### src/rtl/wallace_mac_accumulator_pkg.sv
// Shared types and constants for the Wallace-tree multiply-accumulate slice.
package wallace_mac_accumulator_pkg;

  localparam int PROD_W      = 16;
  localparam int DEF_N_TERMS = 16;
  localparam int DEF_ACC_W   = 20;

  typedef enum logic {
    GRP_IDLE = 1'b0,
    GRP_RUN  = 1'b1
  } grp_state_e;

  // Width needed to hold a term count of 0..n inclusive.
  function automatic int cnt_w(input int n);
    return $clog2(n + 1);
  endfunction

endpackage

### src/rtl/eight_bit_wallace_tree.sv
// Unsigned 8x8 multiplier: partial products reduced by a carry-save (Wallace) tree,
// finished with a single carry-propagate add.
module eight_bit_wallace_tree (
  input  logic [7:0]  a,
  input  logic [7:0]  b,
  output logic [15:0] s
);

  function automatic logic [15:0] xor3(input logic [15:0] x, input logic [15:0] y,
                                       input logic [15:0] z);
    return x ^ y ^ z;
  endfunction

  function automatic logic [15:0] maj3(input logic [15:0] x, input logic [15:0] y,
                                       input logic [15:0] z);
    return ((x & y) | (x & z) | (y & z)) << 1;
  endfunction

  logic [15:0] pp [8];

  for (genvar i = 0; i < 8; i++) begin : g_pp
    assign pp[i] = b[i] ? (16'(a) << i) : 16'd0;
  end

  // 8 rows -> 6 -> 4 -> 3 -> 2; product always fits 16 bits so truncation is exact.
  logic [15:0] s0, c0, s1, c1, s2, c2, s3, c3, s4, c4, s5, c5;

  assign s0 = xor3(pp[0], pp[1], pp[2]);
  assign c0 = maj3(pp[0], pp[1], pp[2]);
  assign s1 = xor3(pp[3], pp[4], pp[5]);
  assign c1 = maj3(pp[3], pp[4], pp[5]);

  assign s2 = xor3(s0, c0, s1);
  assign c2 = maj3(s0, c0, s1);
  assign s3 = xor3(c1, pp[6], pp[7]);
  assign c3 = maj3(c1, pp[6], pp[7]);

  assign s4 = xor3(s2, c2, s3);
  assign c4 = maj3(s2, c2, s3);

  assign s5 = xor3(s4, c4, c3);
  assign c5 = maj3(s4, c4, c3);

  assign s = s5 + c5;

endmodule

### src/rtl/mac_acc_sat_add.sv
// Accumulator adder: adds a 16-bit product, flags carry-out, optionally saturates.
module mac_acc_sat_add
  import wallace_mac_accumulator_pkg::*;
#(
  parameter int ACC_W  = DEF_ACC_W,
  parameter bit SAT_EN = 1'b1
) (
  input  logic [ACC_W-1:0]  acc,
  input  logic [PROD_W-1:0] prod,
  output logic [ACC_W-1:0]  sum,
  output logic              carry
);

  logic [ACC_W:0] nxt;

  assign nxt   = {1'b0, acc} + {{(ACC_W + 1 - PROD_W){1'b0}}, prod};
  assign carry = nxt[ACC_W];
  assign sum   = (SAT_EN && carry) ? {ACC_W{1'b1}} : nxt[ACC_W-1:0];

endmodule

### src/rtl/wallace_mac_accumulator.sv
// Three-stage multiply-accumulate: operand capture, Wallace multiply, grouped accumulate.
// state    | meaning
// GRP_IDLE | no term of the current group accumulated yet (acc=0, cnt=0)
// GRP_RUN  | group open, at least one term accumulated
module wallace_mac_accumulator
  import wallace_mac_accumulator_pkg::*;
#(
  parameter int  N_TERMS = DEF_N_TERMS,
  parameter int  ACC_W   = DEF_ACC_W,
  parameter bit  SAT_EN  = 1'b1,
  localparam int CNT_W   = cnt_w(N_TERMS)
) (
  input  logic             clk,
  input  logic             rst_n,
  input  logic             clear,
  input  logic             in_valid,
  output logic             in_ready,
  input  logic [7:0]       in_a,
  input  logic [7:0]       in_b,
  input  logic             in_last,
  output logic             out_valid,
  input  logic             out_ready,
  output logic [ACC_W-1:0] out_sum,
  output logic [CNT_W-1:0] out_count,
  output logic             out_ovf
);

  logic              en;
  logic              xfer;
  logic              s1_vld, s1_last;
  logic [7:0]        s1_a, s1_b;
  logic              s2_vld, s2_last;
  logic [PROD_W-1:0] s2_prod;
  logic [PROD_W-1:0] mult_s;
  logic [ACC_W-1:0]  acc, acc_base, add_sum;
  logic              add_carry;
  logic [CNT_W-1:0]  cnt, cnt_n;
  logic              ovf, ovf_n;
  logic              close;
  grp_state_e        state_q, state_d;

  // A stalled result freezes every stage.
  assign en       = !out_valid || out_ready;
  assign in_ready = rst_n && en && !clear;
  assign xfer     = in_valid && in_ready;

  eight_bit_wallace_tree u_mult (
    .a (s1_a),
    .b (s1_b),
    .s (mult_s)
  );

  assign acc_base = (state_q == GRP_IDLE) ? '0 : acc;

  mac_acc_sat_add #(
    .ACC_W  (ACC_W),
    .SAT_EN (SAT_EN)
  ) u_add (
    .acc   (acc_base),
    .prod  (s2_prod),
    .sum   (add_sum),
    .carry (add_carry)
  );

  always_comb begin
    state_d = state_q;
    cnt_n   = cnt + CNT_W'(1);
    ovf_n   = ovf || add_carry;
    close   = s2_vld && (s2_last || (cnt_n == CNT_W'(N_TERMS)));
    case (state_q)
      GRP_IDLE: if (en && s2_vld && !close) state_d = GRP_RUN;
      GRP_RUN:  if (en && close)            state_d = GRP_IDLE;
      default:                              state_d = GRP_IDLE;
    endcase
  end

  always_ff @(posedge clk or negedge rst_n) begin
    if (!rst_n) begin
      s1_vld    <= 1'b0;
      s1_last   <= 1'b0;
      s1_a      <= '0;
      s1_b      <= '0;
      s2_vld    <= 1'b0;
      s2_last   <= 1'b0;
      s2_prod   <= '0;
      acc       <= '0;
      cnt       <= '0;
      ovf       <= 1'b0;
      state_q   <= GRP_IDLE;
      out_valid <= 1'b0;
      out_sum   <= '0;
      out_count <= '0;
      out_ovf   <= 1'b0;
    end else if (clear) begin
      s1_vld    <= 1'b0;
      s2_vld    <= 1'b0;
      acc       <= '0;
      cnt       <= '0;
      ovf       <= 1'b0;
      state_q   <= GRP_IDLE;
      out_valid <= 1'b0;
      out_sum   <= '0;
      out_count <= '0;
      out_ovf   <= 1'b0;
    end else if (en) begin
      s1_vld <= xfer;
      if (xfer) begin
        s1_a    <= in_a;
        s1_b    <= in_b;
        s1_last <= in_last;
      end
      s2_vld    <= s1_vld;
      s2_last   <= s1_last;
      s2_prod   <= mult_s;
      state_q   <= state_d;
      out_valid <= close;
      if (close) begin
        out_sum   <= add_sum;
        out_count <= cnt_n;
        out_ovf   <= ovf_n;
        acc       <= '0;
        cnt       <= '0;
        ovf       <= 1'b0;
      end else if (s2_vld) begin
        acc <= add_sum;
        cnt <= cnt_n;
        ovf <= ovf_n;
      end
    end
  end

endmodule
### config.mk
export PLATFORM = sky130hd
export DESIGN_NAME = wallace_mac_accumulator
export DESIGN_NICKNAME = d
export VERILOG_FILES = /design/src/rtl/wallace_mac_accumulator_pkg.sv /design/src/rtl/eight_bit_wallace_tree.sv /design/src/rtl/mac_acc_sat_add.sv /design/src/rtl/wallace_mac_accumulator.sv
export SDC_FILE = /design/constraint.sdc
export NUM_CORES = 1
export LEC_CHECK = 0
export CAP_MARGIN = 20
export CORE_UTILIZATION = 26
export CTS_CLUSTER_DIAMETER = 80
export DETAILED_ROUTE_END_ITERATION = 10
export HOLD_SLACK_MARGIN = 0.05
export PLACE_DENSITY = 0.5
export SLEW_MARGIN = 20
export SYNTH_ARGS = -nofsm -noshare
export SYNTH_HDL_FRONTEND = slang
export SYNTH_SLANG_ARGS = --single-unit
### constraint.sdc
create_clock -name clk -period 7.2 [get_ports clk]
set_input_delay 1.08 -clock clk [delete_from_list [all_inputs] [get_ports clk]]
set_output_delay 1.08 -clock clk [all_outputs]
set_load 0.02 [all_outputs]
Word-level counts from Yosys, hierarchy flattened
Cells that the tools add are included.
{"block": "word_totals", "inputBits": 22, "ff_bits": 90, "out_inout_bits": 28, "word_cells": 125}
{"block": "op_classes", "n_eq_ne": 1, "reduce_logical": 20, "mux": 42, "bitwise": 44, "addsub": 3}
{"cell": "bitwise AND 15 bit", "count": 18}
{"cell": "2-to-1 mux 20 bit", "count": 9}
{"cell": "bitwise OR 15 bit", "count": 12}
{"cell": "XOR 16 bit", "count": 8}
{"cell": "2-to-1 mux 5 bit", "count": 7}
{"cell": "adder 20 x 16 -> 21 bit", "count": 1}
{"cell": "2-to-1 mux 1 bit", "count": 17}
{"cell": "adder 16 bit", "count": 1}
{"cell": "XOR 16 x 10 -> 16 bit", "count": 1}
{"cell": "XOR 16 x 13 -> 16 bit", "count": 1}
{"cell": "XOR 16 x 14 -> 16 bit", "count": 1}
{"cell": "XOR 16 x 15 -> 16 bit", "count": 1}
{"cell": "2-to-1 mux 15 bit", "count": 1}
{"cell": "2-to-1 mux 14 bit", "count": 1}
{"cell": "2-to-1 mux 13 bit", "count": 1}
{"cell": "2-to-1 mux 12 bit", "count": 1}
{"cell": "2-to-1 mux 11 bit", "count": 1}
{"cell": "2-to-1 mux 10 bit", "count": 1}
{"cell": "2-to-1 mux 9 bit", "count": 1}
{"cell": "2-to-1 mux 8 bit", "count": 1}
{"cell": "logical AND 1 bit", "count": 7}
{"cell": "AND reduction 2 bit", "count": 3}
{"cell": "adder 5 x 1 -> 5 bit (second input constant)", "count": 1}
{"cell": "== test 5 bit (second input constant)", "count": 1}
{"cell": "other kinds (7)", "count": 13}

Logic depth before layout (Yosys ltp)
Gate-level depths: netlist of run 1.
{"block": "logic_depth", "depth_word": 14, "ltp_mapped": 16, "mapped_depth_nobuf": 15}

Cells and area by module
A second synthesis of run 1 with hierarchy kept.
{"block": "unflattened", "hier_cells": 678, "hier_area_um2": 6795.3}
{"module": "wallace_mac_accumulator", "cells_per_inst": 332, "area_each_um2": 3921.3, "n_inst": 1, "seq_area_each_um2": 2252.2}
{"module": "eight_bit_wallace_tree", "cells_per_inst": 203, "area_each_um2": 1850.5, "n_inst": 1, "seq_area_each_um2": 0.0}
{"module": "mac_acc_sat_add", "cells_per_inst": 143, "area_each_um2": 1023.5, "n_inst": 1, "seq_area_each_um2": 0.0}

Worst setup path after synthesis of run 1
Ideal clock, no wire load.
{"block": "synth_path", "kind": "reg2reg", "from": "register s1_a[2]", "to": "register s2_prod[15]", "arrival_time_ns": 4.186, "t_required_ns": 7.071, "synth_period_minus_slack_ns": 4.315, "setup_ns": 0.129, "n_path_buf": 1, "path_stages_with_launch": 17, "path_slack_ns": 2.885, "cell_sequence": "dfrtp_1 clkbuf_1 and2_1 fa_1 inv_1 fa_1 inv_1 fa_1 ha_1 ha_1 fa_1 a21o_1 a21o_1 a311o_1 a31oi_1 xor2_1 o21ai_0"}
{"block": "synth_between", "elab_chain_len": 14, "elab_cells_between_ends": 51, "classes_between": "add/sub: 1; mux: 8; bitwise: 42"}
{"element": "start: declaration", "line_no": "wallace_mac_accumulator.sv:31", "source": "logic [7:0] s1_a, s1_b;"}
{"element": "start signal: assignment", "line_no": "wallace_mac_accumulator.sv:108", "source": "s1_a <= in_a;"}
{"element": "2-to-1 mux 8 bit, or another cell as far along", "line_no": "eight_bit_wallace_tree.sv:22", "source": "assign pp[i] = b[i] ? (16'(a) << i) : 16'd0;"}
{"element": "bitwise AND 15 bit", "line_no": "eight_bit_wallace_tree.sv:16", "source": "return ((x & y) | (x & z) | (y & z)) << 1;"}
{"element": "bitwise OR 15 bit (2 in series)", "line_no": "eight_bit_wallace_tree.sv:16"}
{"element": "bitwise AND 15 bit", "line_no": "eight_bit_wallace_tree.sv:16"}
{"element": "bitwise OR 15 bit (2 in series)", "line_no": "eight_bit_wallace_tree.sv:16"}
{"element": "bitwise AND 15 bit", "line_no": "eight_bit_wallace_tree.sv:16"}
{"element": "bitwise OR 15 bit (2 in series)", "line_no": "eight_bit_wallace_tree.sv:16"}
{"element": "bitwise AND 15 bit", "line_no": "eight_bit_wallace_tree.sv:16"}
{"element": "bitwise OR 15 bit (2 in series)", "line_no": "eight_bit_wallace_tree.sv:16"}
{"element": "adder 16 bit (*)", "line_no": "eight_bit_wallace_tree.sv:44", "source": "assign s = s5 + c5;"}
{"element": "end signal: assignment", "line_no": "wallace_mac_accumulator.sv:114", "source": "s2_prod <= mult_s;"}
{"element": "end: declaration", "line_no": "wallace_mac_accumulator.sv:33", "source": "logic [PROD_W-1:0] s2_prod;"}
Every way passes the cells marked *; elsewhere a longest branch is shown, timed or not.
A chain may end at the register's enable or synchronous reset.

Final worst setup path of run 1
{"block": "layout_path", "from": "register s1_b[3]", "to": "register s2_prod[15]"}
{"block": "layout_between", "elab_chain_len": 13, "elab_cells_between_ends": 33, "classes_between": "add/sub: 1; mux: 1; bitwise: 31"}
{"element": "start: declaration", "line_no": "wallace_mac_accumulator.sv:31"}
{"element": "start signal: assignment", "line_no": "wallace_mac_accumulator.sv:109", "source": "s1_b <= in_b;"}
{"element": "2-to-1 mux 11 bit (*)", "line_no": "eight_bit_wallace_tree.sv:22"}
{"element": "XOR 16 bit / bitwise AND 15 bit (equally long branches)", "line_no": "eight_bit_wallace_tree.sv:11, eight_bit_wallace_tree.sv:16"}
{"element": "XOR 16 x 13 -> 16 bit / bitwise OR 15 bit (equally long branches)", "line_no": "eight_bit_wallace_tree.sv:11, eight_bit_wallace_tree.sv:16"}
{"element": "bitwise AND 15 bit / bitwise OR 15 bit (equally long branches)", "line_no": "eight_bit_wallace_tree.sv:16"}
{"element": "bitwise OR 15 bit / XOR 16 x 14 -> 16 bit (equally long branches)", "line_no": "eight_bit_wallace_tree.sv:16, eight_bit_wallace_tree.sv:11"}
{"element": "bitwise OR 15 bit / XOR 16 x 15 -> 16 bit (equally long branches)", "line_no": "eight_bit_wallace_tree.sv:16, eight_bit_wallace_tree.sv:11"}
{"element": "bitwise AND 15 bit", "line_no": "eight_bit_wallace_tree.sv:16"}
{"element": "bitwise OR 15 bit (2 in series)", "line_no": "eight_bit_wallace_tree.sv:16"}
{"element": "bitwise AND 15 bit", "line_no": "eight_bit_wallace_tree.sv:16"}
{"element": "bitwise OR 15 bit (2 in series)", "line_no": "eight_bit_wallace_tree.sv:16"}
{"element": "adder 16 bit (*)", "line_no": "eight_bit_wallace_tree.sv:44"}
Marks and branches as above.

==> results.cfg, run 1 <==
[pwr]
sequentialPowerShare_pct = 24.7
finalPower_mw = 2.65
clkPwrFrac_pct = 19.4
ir_drop_uv = 192
internal-power_mw = 1.50
p_leak_nw = 3.41
power_switching_mw = 1.15
swShare_pct = 43.4
cellPowerDensity_nw_per_um2 = 343
power_frac_comb_pct = 55.9

[critical_path]
max_stage_delay_ns = 0.53
worst_setup_path_start_kind = register
arrival_ns = 4.78
path_class = reg -> reg
cpMostUsedCell = fa_1
cp-end-kind = register
cp_cell_sequence = and2_1, fa_1, inv_1, fa_1, inv_1, fa_1, ha_1, ha_1, fa_1, a21o_1, a21o_1, a311o_1, a31oi_1, xor2_1, o21ai_0
slowest_stage = fa_1
crit_required_ns = 7.41
worst-path-max-fanout = 9
reg2reg_slack_ns = 2.63

[sta]
fmax_mhz = 219
setup-tns-final_ns = 0
drv_slew = 0
hold_viol_final = 0
min_period_ns = 4.57
fin_crit_sh_pct = 63.5
clock_skew_ns = 0.0136
rsz0062_at_grt = no
holdWs_ns = 0.484
finalSetupViolations = 0
maxSlewHeadroom_pct = 35.2
worst_slew_pin_slew_ns = 0.971

[placed_design]
place_congestion = 0.860
portBuffers = 49
hpwl_um = 11900
dpl_cell_area_um2 = 7410

[cts]
insertion_delay_ns = 0.36
cts_setup_buffers = 0
cts_tree = done
clk_pin_slew_worst_paths_ns = 0.07
cts.repair.resized = 0
max-clock-path-buffers = 2
h-tree-depth = 3
cts_sinks = 90
cts_root_buffer = clkbuf_16
numCtsBuffers = 9
cts_hold_buf = 0

[route]
top_layer = met4
antenna_violating_nets_post_route = 0
wl_met3_um = 674
routedWlPerCell_um = 15.0
routed_wl_um = 16100
wl_met2_um = 7310
drt-met1-wl_um = 7900
vias = 5080
viasPerCell = 4.73
drtIter0Drc = 232
drt-pass1-iter-count = 5
remaining_drc_errors = 0

[floorplanning]
fp.dieW_um = 161
fp.dieH_um = 161
core-area_um2 = 24600
io_pins = 50
start_util_pct = 26.9
die_area_um2 = 26100
rows = 57

[synthesis]
synth_top_area_share_pct = 34.1
synth_ff_type = dfrtp_1
synth_cell_types = 65
post_synth.cell_area_avg_um2 = 9.29
netlist_area_um2 = 6610
synth_area_leaders = dfrtp_1 (34%), fa_1 (12%), ha_1 (8.0%)
synth_largest_area_cell = dfrtp_1
synthArstFlopShare_pct = 100
netlist_instances = 711
ys_ff_latch = 90
synth_edf_count = 0
ys_seq_area_share_pct = 34.1
syn-num-nets = 815
yosysWarnings = 0

[global_routing]
grt_pass1_wl_um = 27000
grt_pass1_vias = 5037
antenna_found_initial = 0
grt_usage_pct = 13.1
grt_max_degree = 73
grt_overflow = 0

[cells_and_area]
n_fill_cell = 2601
diodes = 0
final-seq-area_um2 = 2250
multi_input_area_um2 = 4060
postLayoutCoreUtil_pct = 31.5
fin_nets = 850
drive_above_1_share_pct = 7.32
postLayoutCellArea_um2 = 7740
syn2layout_area_growth_pct = 17.1

[min_path]
min_path_type = reg -> reg

[flow_run]
maxCapViolCount = 0

[outcome]
status = finished clean
==> registers in the layout, indices dropped and copies added, names as in the netlist, 5 cells and up <==
register	cells
out_count	5
out_sum	20
s2_prod	16
s1_a	8
cnt	5
acc	20
s1_b	8
==> logic make-up after synthesis <==
group           after synthesis  share of synthesized area [%]
xor+xnor                     25                           3.31
flops                        90                           34.1
compound gates              157                           16.1
simple gates                263                           18.6
fa+ha+maj                    82                           20.1
buf+inv                      74                           4.49
mux                          20                           3.35
==> worst max-delay path: cells and delay by family, from the launching register on <==
family	cells	cell delay [ns]
DFF	1	0.46
buffers and inverters	2	0.10
AOI/OAI and AO/OA	5	1.04
and+or+nand+nor	1	0.21
adders and majority gates	6	2.44
xor gates and xnor gates	1	0.16
==> placed cells by master, fill, tap and decap left out, drive strengths merged, types with 5 or more instances in the layout <==
| master | n |
|---|---|
| a211oi | 14 |
| a21o | 9 |
| a21oi | 45 |
| a31oi | 7 |
| and2 | 47 |
| buf | 7 |
| clkbuf | 9 |
| clkdlybuf4s50 | 48 |
| dfrtp | 90 |
| fa | 40 |
| ha | 42 |
| inv | 47 |
| mux2 | 17 |
| nand2 | 121 |
| nand2b | 8 |
| nand3 | 9 |
| nor2 | 45 |
| nor3 | 11 |
| o211ai | 5 |
| o21ai | 45 |
| xnor2 | 19 |
| xor2 | 6 |
==> through the flow <==
stage / setup WS [ns] / instances
6_report: 2.63 / 1075
3_5_place_dp: 2.63 / 1058
5_1_grt: 2.34 / 1075
4_1_cts: 2.62 / 1074
3_3_place_gp: 2.73 / 1058
2_1_floorplan: 2.89 / 711
==> power by group through the flow <==
stage                     Clock, mW  Combinational, mW  Sequential, mW
after floorplan                   0               1.18           0.628
after global placement            0               1.48           0.664
after detailed placement          0               1.49           0.666
after CTS                     0.532               1.51           0.657
after global routing          0.548               1.71           0.668
final                         0.514               1.48           0.655
==> routing by layer <==
layer | vias up | GRT usage (%)
li1 | 2504 | -
met1 | 2445 | 18.4
met3 | 14 | 2.47
met4 | 0 | 3.39
met5 | - | 0
met2 | 117 | 20.5
==> worst paths after layout <==
check / from / to / cells past startpoint
setup / recovery: s1_b[3]$_DFFE_PN0P_ / s2_prod[15]$_DFFE_PN0P_ / 15
hold / removal: acc[5]$_DFFE_PN0P_ / acc[5]$_DFFE_PN0P_ / 2
setup reg to reg: s1_b[3]$_DFFE_PN0P_ / s2_prod[15]$_DFFE_PN0P_ / 15
hold reg to reg: acc[5]$_DFFE_PN0P_ / acc[5]$_DFFE_PN0P_ / 2
max in group asynchronous: rst_n / s2_prod[12]$_DFFE_PN0P_ / 2
min in group asynchronous: rst_n / s1_b[6]$_DFFE_PN0P_ / 1
==> cells in the mapped netlist (10+ instances only) <==
library cell and number:
ha_1 42, clkbuf_1 18, o21ai_1 10, fa_1 40, nand2_1 121, and2_1 46, nor3_1 11, inv_1 43
a211oi_1 10, xnor2_1 19, a21oi_1 44, nor2_1 45, dfrtp_1 90, mux2_2 17, o21ai_0 34
==> cell type report <==
type,instances,area share (%)
tap,324,5.24
multi-input combinational,547,52.5
timing repair buffer,55,6.98
inverter,43,2.09
clock buffer,9,2.91
sequential,90,29.1
clock inverter,7,1.20
Note: power is estimated with default switching activity, not from simulation.
==> inputs of run 2 (changes only) <==
Clock period 7.2 ns to 4.3 ns, I/O delays scaled along.
==> results.cfg, run 2 (synthesis gave the netlist of run 1 again) <==
[outcome]
status = finished clean

[route]
vias = 5167
remaining_drc_errors = 0
drt-pass1-iter-count = 4
drtIter0Drc = 239
routedWlPerCell_um = 14.8
antenna_violating_nets_post_route = 0
viasPerCell = 4.63
routed_wl_um = 16600

[cells_and_area]
largestRegisters = acc: 20 flops, out_sum: 20 flops, s2_prod: 16 flops
fin_nets = 892
layout_commonest_cell = nand2_1
syn2layout_area_growth_pct = 23.3
layout_common_cells = nand2_1 (119), dfrtp_1 (89), clkdlybuf4s50_1 (48), buf_4 (46)
drive_above_1_share_pct = 14.8
postLayoutCellArea_um2 = 8150
diodes = 0

[cts]
cts_tree = done
cts_sinks = 90
clk_pin_slew_worst_paths_ns = 0.08
cts_root_buffer = clkbuf_16
numCtsBuffers = 9
insertion_delay_ns = 0.37
h-tree-depth = 3
max-clock-path-buffers = 2

[sta]
fmax_mhz = 240
finalSetupViolations = 0
fin_crit_sh_pct = 96.7
maxSlewHeadroom_pct = 42.5
drv_slew = 0
worst_slew_pin_slew_ns = 0.860
hold_viol_final = 0
clock_skew_ns = 0.0154
min_period_ns = 4.16

[global_routing]
grt_pass1_wl_um = 27400
grt_pass1_vias = 5254
grt_usage_pct = 13.3
grt_overflow = 0
antenna_found_initial = 0
grt_max_degree = 48

[min_path]
min_path_type = in -> async

[critical_path]
r2r-end = s2_prod[15]$_DFFE_PN0P_
reg2reg_slack_ns = 0.14
path_class = reg -> reg
arrival_ns = 4.37
worst-path-max-fanout = 4
ff2ff_path_depth = 15
crit_required_ns = 4.51
worst_setup_path_start_kind = register
worstReg2RegStart = s1_b[3]$_DFFE_PN0P_
cp-end-kind = register

[floorplanning]
start_util_pct = 26.9
core-area_um2 = 24600
die_area_um2 = 26100
io_pins = 50
rows = 57
fp.dieW_um = 161
fp.dieH_um = 161

[pwr]
ir_drop_uv = 367
finalPower_mw = 5.17
cellPowerDensity_nw_per_um2 = 634
p_leak_nw = 3.61

[placed_design]
place_congestion = 0.889
dpl_cell_area_um2 = 7700
hpwl_um = 12600
portBuffers = 49

[flow_run]
maxCapViolCount = 0
run 2: cell types whose count changed in the layout (fill, tap and decap cells not counted), moves of 2 or more:
cell	delta
ha_1	-6
buf_6	+3
fa_2	+6
nand2_2	+2
nand2_1	-2
ha_2	+2
buf_4	+40
o21ai_1	+2
o21ai_0	-2
ha_4	+4
fa_1	-6
run 2: worst max path at each step:
stage / slack [ns] / end / depth (start not counted) / start
3_3_place_gp: -0.04 / s2_prod[15]$_DFFE_PN0P_ / 15 / s1_b[3]$_DFFE_PN0P_
2_1_floorplan: 0.008 / s2_prod[15]$_DFFE_PN0P_ / 16 / s1_a[2]$_DFFE_PN0P_
4_1_cts: 0.002 / s2_prod[15]$_DFFE_PN0P_ / 15 / s1_b[3]$_DFFE_PN0P_
6_report: 0.14 / s2_prod[15]$_DFFE_PN0P_ / 15 / s1_b[3]$_DFFE_PN0P_
5_1_grt: -0.007 / s2_prod[15]$_DFFE_PN0P_ / 15 / s1_b[3]$_DFFE_PN0P_
3_5_place_dp: -0.12 / s2_prod[15]$_DFFE_PN0P_ / 15 / s1_b[3]$_DFFE_PN0P_
run 2: timing repair:
action                     CTS  global route
hold buffers                 0             0
resized for setup            4            23
setup buffers                1             2
setup endpoints to repair    6             6
pin swaps                    6            21
run 2: layout make-up:
class	count	area [µm²]
Sequential cell	90	2250
Clock buffer	9	225
Clock inverter	7	83.8
Inverter	43	161
Timing Repair Buffer	97	860
Tap cell	324	405
Fill cell	2571	16500
Multi-Input combinational cell	547	4160
run 2: power breakdown:
part / internal, mW / leakage (nW) / switching [mW]
logic: 1.59 / 2.26 / 1.66
registers: 0.971 / 1.19 / 0.0855
clock network: 0.464 / 0.154 / 0.390
run 2: metrics by stage:
step	utilization, %	hold slack, ns	worst slack (ns)	setup TNS, ns	cells
floorplan	-	0.349	0.00776	0	711
global placement	31.3	0.459	-0.0407	-0.0407	1097
detailed placement	31.3	0.463	-0.119	-0.223	1097
CTS	32.6	0.426	0.00202	0	1114
global route	33.1	0.448	-0.00712	-0.00712	1117
finish	33.1	0.394	0.141	0	1117
run 2: routing by layer:
layer | vias up | GRT usage, % | part of all wire, %
met3 | 22 | 2.47 | 3.8
li1 | 2593 | - | -
met5 | - | 0 | 0
met1 | 2447 | 18.0 | 49
met4 | 0 | 3.99 | 1.6
met2 | 105 | 21.5 | 45
run 2: critical path, stage by stage, from the launching register on:
cell	delay, ns
dfrtp_1	0.40
buf_6	0.13
buf_6	0.10
buf_4	0.14
nand2_2	0.06
fa_1	0.44
fa_2	0.53
inv_1	0.05
fa_1	0.48
fa_1	0.57
ha_4	0.23
buf_4	0.14
a311o_1	0.35
a31oi_2	0.18
xor2_1	0.14
o21ai_0	0.08
